===== config.mk =====
export PLATFORM = sky130hd
export DESIGN_NAME = muxf_scan_capture
export DESIGN_NICKNAME = d
export VERILOG_FILES = /design/src/rtl/muxf_scan_capture.sv
export SDC_FILE = /design/constraint.sdc
export NUM_CORES = 1
export LEC_CHECK = 0
export CAP_MARGIN = 20
export CORE_MARGIN = 4
export CORE_UTILIZATION = 34
export DETAILED_ROUTE_END_ITERATION = 7
export HOLD_SLACK_MARGIN = 0.1
export PLACE_DENSITY = 0.75
export SETUP_SLACK_MARGIN = 0.3
export SLEW_MARGIN = 20
export SYNTH_ARGS = -nofsm -noshare
export SYNTH_HDL_FRONTEND = slang
export SYNTH_SLANG_ARGS = --single-unit

===== constraint.sdc =====
create_clock -name C -period 1.8 [get_ports C]
set_clock_uncertainty 0.2 [all_clocks]
set_input_delay 0.54 -clock C [delete_from_list [all_inputs] [get_ports C]]
set_output_delay 0.54 -clock C [all_outputs]
set_load 0.02 [all_outputs]

===== src/rtl/muxf_scan_capture.sv =====
// Scans a 2**SEL_W-word bus through a 2:1 mux tree into a valid/ready output register.
// Define MUXF_SCAN_PIPE_EN to register the F7 level ahead of the final 2:1 stage.
module muxf_scan_capture #(
   parameter int unsigned WIDTH     = 8,
   parameter int unsigned SEL_W     = 3,
   parameter int unsigned SCAN_LAST = 7
) (
   input  logic                        C,
   input  logic                        CLR_N,
   input  logic [WIDTH*(2**SEL_W)-1:0] D,
   input  logic                        START,
   input  logic                        ABORT,
   input  logic                        O_RDY,
   output logic [WIDTH-1:0]            O,
   output logic [SEL_W-1:0]            O_IDX,
   output logic                        O_VLD,
   output logic                        BUSY,
   output logic                        DONE
);

   localparam int unsigned N = 2**SEL_W;
   localparam logic [SEL_W:0]   LAST_SEL = SCAN_LAST[SEL_W:0];
   localparam logic [SEL_W-1:0] LAST_IDX = SCAN_LAST[SEL_W-1:0];

   if ((SEL_W == 0) || (SCAN_LAST >= N)) begin : g_bad_param
      $error("muxf_scan_capture: SEL_W must be >= 1 and SCAN_LAST in 0..2**SEL_W-1");
   end

   typedef enum logic [1:0] {StIdle, StScan, StWait} state_e;

   state_e           state_q, state_d;
   logic [SEL_W:0]   sel_q, sel_d;
   logic [WIDTH-1:0] o_q;
   logic [SEL_W-1:0] idx_q;
   logic             vld_q;
   logic             done_q;

   logic [WIDTH-1:0] f7_lo, f7_hi;
   logic [WIDTH-1:0] cap_word;
   logic [SEL_W-1:0] cap_idx;
   logic             scan_ok, can_load, issue, out_load, last_acc;

   // Levels below the final one collapse in place; the last two words are the F7 outputs.
   always_comb begin : mux_tree
      logic [WIDTH-1:0] w [N];
      for (int i = 0; i < N; i++) w[i] = D[i*WIDTH +: WIDTH];
      for (int l = 0; l < SEL_W - 1; l++) begin
         for (int j = 0; j < (N >> (l + 1)); j++) begin
            w[j] = sel_q[l] ? w[2*j+1] : w[2*j];
         end
      end
      f7_lo = w[0];
      f7_hi = w[1];
   end

   assign scan_ok  = (state_q == StScan) && (sel_q <= LAST_SEL);
   assign can_load = !vld_q || O_RDY;
   assign last_acc = vld_q && O_RDY && (idx_q == LAST_IDX);

`ifdef MUXF_SCAN_PIPE_EN
   logic             stg_vld_q;
   logic [WIDTH-1:0] stg_lo_q, stg_hi_q;
   logic             stg_msb_q;
   logic [SEL_W-1:0] stg_idx_q;

   // The stage refills only when it is empty or draining into the output register.
   assign issue    = scan_ok && (!stg_vld_q || can_load);
   assign out_load = stg_vld_q && can_load;
   assign cap_word = stg_msb_q ? stg_hi_q : stg_lo_q;
   assign cap_idx  = stg_idx_q;

   always_ff @(posedge C or negedge CLR_N) begin
      if (!CLR_N) begin
         stg_vld_q <= 1'b0;
         stg_lo_q  <= '0;
         stg_hi_q  <= '0;
         stg_msb_q <= 1'b0;
         stg_idx_q <= '0;
      end else if (ABORT) begin
         stg_vld_q <= 1'b0;
      end else if (issue) begin
         stg_vld_q <= 1'b1;
         stg_lo_q  <= f7_lo;
         stg_hi_q  <= f7_hi;
         stg_msb_q <= sel_q[SEL_W-1];
         stg_idx_q <= sel_q[SEL_W-1:0];
      end else if (out_load) begin
         stg_vld_q <= 1'b0;
      end
   end
`else
   assign issue    = scan_ok && can_load;
   assign out_load = issue;
   assign cap_word = sel_q[SEL_W-1] ? f7_hi : f7_lo;
   assign cap_idx  = sel_q[SEL_W-1:0];
`endif

   always_comb begin
      state_d = state_q;
      sel_d   = sel_q;
      if (ABORT) begin
         state_d = StIdle;
         sel_d   = '0;
      end else begin
         case (state_q)
            StIdle: begin
               if (START) begin
                  state_d = StScan;
                  sel_d   = '0;
               end
            end
            StScan: begin
               if (issue) begin
                  sel_d = sel_q + {{SEL_W{1'b0}}, 1'b1};
                  if (sel_q == LAST_SEL) state_d = StWait;
               end
            end
            StWait: begin
               if (last_acc) begin
                  state_d = StIdle;
                  sel_d   = '0;
               end
            end
            default: begin
               state_d = StIdle;
               sel_d   = '0;
            end
         endcase
      end
   end

   always_ff @(posedge C or negedge CLR_N) begin
      if (!CLR_N) begin
         state_q <= StIdle;
         sel_q   <= '0;
         o_q     <= '0;
         idx_q   <= '0;
         vld_q   <= 1'b0;
         done_q  <= 1'b0;
      end else begin
         state_q <= state_d;
         sel_q   <= sel_d;
         done_q  <= !ABORT && (state_q == StWait) && last_acc;
         if (ABORT) begin
            vld_q <= 1'b0;
         end else if (out_load) begin
            o_q   <= cap_word;
            idx_q <= cap_idx;
            vld_q <= 1'b1;
         end else if (O_RDY) begin
            vld_q <= 1'b0;
         end
      end
   end

   assign O     = o_q;
   assign O_IDX = idx_q;
   assign O_VLD = vld_q;
   assign BUSY  = (state_q != StIdle);
   assign DONE  = done_q;

endmodule

==> After elaboration in Yosys (flattened, before gate mapping) <==
Index checks and enable logic that the tools add are counted.
{ "totals": {"wordCells": 53, "regBits": 19, "input_bits": 69, "out_inout_bits": 14} }
{ "op_classes": {"n_mux": 21, "n_eq_ne": 8, "n_bitwise": 1, "n_addsub": 1, "reduce_logical": 15, "magnitude_cmp": 1} }
{ "op_table": {"columns": ["operator", "count"], "rows": [
  ["2-to-1 mux 8 bit", 7],
  ["2-to-1 mux 4 bit", 4],
  ["case mux 4 bit (3 select lines)", 1],
  ["2-to-1 mux 2 bit", 5],
  ["inequality test 3 bit, second input constant", 3],
  ["logical AND 1 bit", 6],
  ["case mux 2 bit (3 select lines)", 1],
  ["adder 4 x 1 -> 4 bit, second input constant", 1],
  ["== test 4 x 3 -> 1 bit, second input constant", 1],
  ["less-or-equal comparator 4 x 3 -> 1 bit, second input constant", 1],
  ["AND reduction 4 bit", 1],
  ["== test 3 bit, second input constant", 1],
  ["2-to-1 mux 1 bit", 3],
  ["inequality test 3 x 2 -> 1 bit, second input constant", 1],
  ["AND reduction 3 bit", 1],
  ["nonzero test 3 bit", 1],
  ["== test 2 x 1 -> 1 bit, second input constant", 1],
  ["== test 2 bit, second input constant", 1],
  ["logical NOT 1 bit", 2],
  ["logical NOT 2 bit", 1],
  ["AND reduction 2 bit", 1],
  ["nonzero test 2 bit", 1],
  ["logical OR 1 bit", 1],
  ["NOT 1 bit", 1]
]} }

==> Depth between registers and ports, before layout <==
Gate-level depths: netlist of the first run.
{ "depth": {"ltp_word": 6, "mapped_depth": 5, "depth_no_buf": 5} }

==> Least setup slack after synthesis of the first run <==
Ideal clock, no wire load.
{ "synth_timing": {"path_type": "input to register", "startpoint": "input ABORT", "endpoint": "register idx_q[1] (netlist: O_IDX[1])", "t_arrival_ps": 1573, "stages": 4, "required_ps": 1472, "setup_ps": 128, "setup_slack_ps": -101, "path_buffers": 2, "cell_sequence": "clkbuf_1 > nor4b_4 > buf_6 > mux2_1"} }
{ "synth_between": {"elab_chain_len": 2} }
{ "synth_rtl": {"columns": ["item", "line", "text"], "rows": [
  ["from (decl)", "12", "input logic ABORT,"],
  ["NOT 1 bit (no source line)", null, null],
  ["AND reduction 2 bit (no source line)", null, null],
  ["to (signal assigned)", "148", "idx_q <= cap_idx;"],
  ["to (decl)", "34", "logic [SEL_W-1:0] idx_q;"]
]} }
No other way between the ends.
A chain may end at the register's enable or synchronous reset.

==> Worst setup path after layout of the first run <==
{ "layout_timing": {"startpoint": "register state_q[0]", "endpoint": "output BUSY"} }
{ "layout_between": {"elab_chain_len": 1} }
{ "layout_rtl": {"columns": ["item", "line", "text"], "rows": [
  ["from (decl)", "31", "state_e state_q, state_d;"],
  ["from (signal assigned)", "134", "state_q <= StIdle;"],
  ["from (signal assigned)", "141", "state_q <= state_d;"],
  ["nonzero test 2 bit", "159", "assign BUSY = (state_q != StIdle);"],
  ["to (decl)", "17", "output logic BUSY,"]
]} }
No other way between the ends.

==> run summary, run 1 <==
Number of DRC markers after the initial detailed-route iteration: 63. The highest clock frequency the design can meet came out at 0.572 GHz. After filler insertion, the fill cell instance count of the layout stands at 275. The number of I/O port buffers works out to 82. Setup repair after global routing could not meet its margin everywhere. The number of hold buffers added after CTS was 0. After detailed placement, the total cell area comes to 2320 um^2. The first global-routing pass estimated 6820 um of wire. Floorplan die area: 5150 um^2. The data arrival time of the critical path is 1.01 ns, and the overall track demand over capacity in global routing is 0.167. The analysis attributes to cell leakage a power of 1.08 nW. The reg-to-reg endpoint was O_IDX[1]$_DFFE_PN0P_.

After clock tree synthesis, the clock-pin slew on the worst setup and hold paths is 0.08 ns. Worst-case hold path end point: O[0]$_DFFE_PN0P_. The largest buffer count on any clock path is 2. At the end of routability-driven placement, the weighted congestion stood at 0.850. Fraction of post-synthesis cell area in the top cell type by area: 0.344. After the last flow step, the layout net total stands at 285. The tools report the setup TNS as 0 ns. The number of antenna violations at the first check in global routing was 0.

After detailed routing, the average wire length per cell comes to 17.0 um. The run gives 0.364 as the initial core utilization. The logic depth of the worst register-to-register path is 5, and the I/O pin total is 83. Buffers inserted during clock tree synthesis total 3. The clock tree root driver cell was clkbuf_8. The tools report the final number of setup-violating endpoints as 0. The core region is 3800 um^2.

The sequential fraction of the synthesis area came out at 0.344. The detailed router placed 1,354 vias in this run. The synthesized design contains 19 register bits. For the overflow left after global routing, the log shows 0.

The floorplan row count was 22; the estimated wirelength of the detail-placed design was 3330 um. From bottom edge to top edge, the die measures 71.8 um. The horizontal die dimension works out to 71.8 um. Summed over all layers, the routed wires come to 4470 um.

Counting every net in the synthesized netlist gives 178. STA classifies the critical path endpoint as an output port. The data required time at the worst endpoint was 1.06 ns. The run gives 1,491 as the number of global-route vias before repair. The synthesized design spends more area on one cell type than any other, namely dfrtp_1. Post-synthesis area per instance: 12.8 um^2. The logs give 0 for the count of synthesis-stage warnings from yosys and 0.825 for the headroom to the max-slew limit.

With fillers left out, the area of the finished cells amounts to 2530 um^2. From synthesis to final layout, the design area changed by 83.2%. Across all register-to-register paths, the minimum setup slack is 0.09 ns. Ratio of cells with drive above 1 in the final layout: 0.397.

TritonCTS built the clock tree. The final-report hold violation count is 0, and the post-synthesis instance area is 1380 um^2. The later pin in the worst-skew pair is clocked with a latency of 0.26 ns. The sort of element at the start of the critical path is a flop.

The gate count of the mapped netlist is 108, and the worst IR drop on VDD is 294 uV. For this run, design rule violations remaining after detail routing come to 0. Entering global routing, the biggest net connects 20 pins.

The final critical path time including I/O delays and setup came out at 1.75 ns. The share of the cycle needed by the critical path after routing is 0.971, and the number of max-capacitance violations reported is 0. The startpoint of the lowest-slack hold path was O[0]$_DFFE_PN0P_. The tools report the count of H-tree levels built during CTS as 1. The path category of the worst min-delay check was flop to flop.

The tree built by TritonCTS fans out to 19 sinks. Along the worst path, the maximum fanout reaches 2. By area the synthesized netlist is led by dfrtp_1 34%, mux4_1 17%, mux4_2 11%. The run finished with clean final reports. The max-slew violation total from the final report is 0. The path type of the worst setup path is flop to output port. In this run the critical register-to-register path is launched from state_q[1]$_DFFE_PN0P_. Using the TritonRoute via totals, the vias-per-cell ratio works out to 5.17.

The logs give 29 for the number of distinct library cells after synthesis and 1.59 mW for the post-route total power. Along the worst hold path, the cell count comes to 2. The number of search-and-repair iterations in the first detailed-routing pass is 4. In this run the power density over the cells is 628 nW/um^2.

Antenna violation net count after detailed routing: 0. The slew at the pin with the worst max-slew slack was 0.262 ns. 0 antenna diodes ended up in the layout.
-- registers in the layout, indices dropped and copies added (netlist names) --
name     cells
O_IDX        3
sel_q        4
DONE         1
state_q      2
O            8
O_VLD        1
-- per-layer routing --
layer | part of all wire | vias up | global-route usage
met5 | 0 | - | 0
met4 | 0.017 | 0 | 0.0626
met3 | 0.044 | 11 | 0.0182
met2 | 0.56 | 50 | 0.322
met1 | 0.38 | 664 | 0.183
li1 | - | 629 | -
-- cell families (layout without fill, tap and decap cells) --
| family | count (synthesis) | count (layout) | share of synthesized area |
|---|---|---|---|
| buf+inv | 11 | 117 | 0.0579 |
| flops | 19 | 19 | 0.344 |
| simple gates | 28 | 28 | 0.110 |
| mux | 28 | 28 | 0.375 |
| fa+ha+maj | 1 | 1 | 0.00905 |
| compound gates | 21 | 21 | 0.105 |
-- power by group --
group          total, mW  internal, mW  switching (mW)  leakage (nW)
Sequential         0.547         0.493          0.0543         0.232
Clock              0.304         0.156           0.148        0.0217
Combinational      0.740         0.452           0.288         0.828
-- cell usage after synthesis (all sizes together) --
cell     number
dfrtp        19
mux4         16
nor2         14
a21oi        10
mux2i         9
buf           7
a31oi         3
inv           3
mux2          3
nand2         3
nand2b        3
nor2b         3
and3          2
o21a          2
a2111oi       1
a311o         1
a32o          1
clkbuf        1
ha            1
nor3b         1
nor4b         1
o21ai         1
o31ai         1
o32ai         1
or2           1
-- final cells by class --
class                           instances  area (um^2)  share of cell area
Tap cell                               48         60.1              0.0237
Inverter                                3         11.3             0.00445
Sequential cell                        19          479               0.189
Clock buffer                            3         41.3              0.0163
Multi-Input combinational cell         78          887               0.350
Timing Repair Buffer                  110         1050               0.413
Clock inverter                          1         7.51             0.00296
-- how the worst max path moves through the flow --
stage / startpoint / end / slack (ns)
floorplan: ABORT / O_IDX[0]$_DFFE_PN0P_ / 0.07
global placement: O_RDY / O[0]$_DFFE_PN0P_ / -0.37
detailed placement: O_RDY / O[1]$_DFFE_PN0P_ / -0.44
CTS: state_q[0]$_DFFE_PN0P_ / BUSY / 0.05
global route: state_q[0]$_DFFE_PN0P_ / BUSY / 0.02
finish: state_q[0]$_DFFE_PN0P_ / BUSY / 0.05
-- through the flow --
step                hold slack (ns)   util  instances  setup WS, ns
floorplan                    0.0444      -        108        0.0681
global placement              0.309  0.610        242        -0.374
detailed placement            0.322  0.610        242        -0.438
CTS                           0.362  0.649        256        0.0469
global route                  0.388  0.667        262        0.0210
finish                        0.355  0.667        262        0.0522
-- critical path, cell delays in order (launching register included) --
cell and delay, ns:
dfrtp_1 0.38, or2_4 0.25, buf_6 0.13
-- repair_timing --
item	4_1_cts	5_1_grt
gates cloned	1	1
pin swaps	16	3
setup endpoints to repair	32	31
buffers inserted	9	5
gates resized for setup	156	5
-- cells in the final DEF (no fill, tap or decap), drive strengths merged --
master,instances
a2111oi,1
nand2b,3
o21ai,1
a311o,1
nor2b,3
mux4,16
clkinvlp,1
o32ai,1
nor4b,1
a32o,1
buf,41
o31ai,1
dfrtp,19
nand2,3
inv,3
mux2i,9
dlygate4sd2,43
clkbuf,5
ha,1
a31oi,3
o21a,2
a21oi,10
and3,2
nor3b,1
mux2,3
nor2,14
clkdlybuf4s15,1
clkdlybuf4s50,23
or2,1
Note: power is estimated with default switching activity, not from simulation.
==> run 2: changes to the inputs <==
Settings changed: ABC_CLOCK_PERIOD_IN_PS set to 1800.
==> results of run 2 <==
The final DEF is identical to that of run 1; final timing and power are the same.
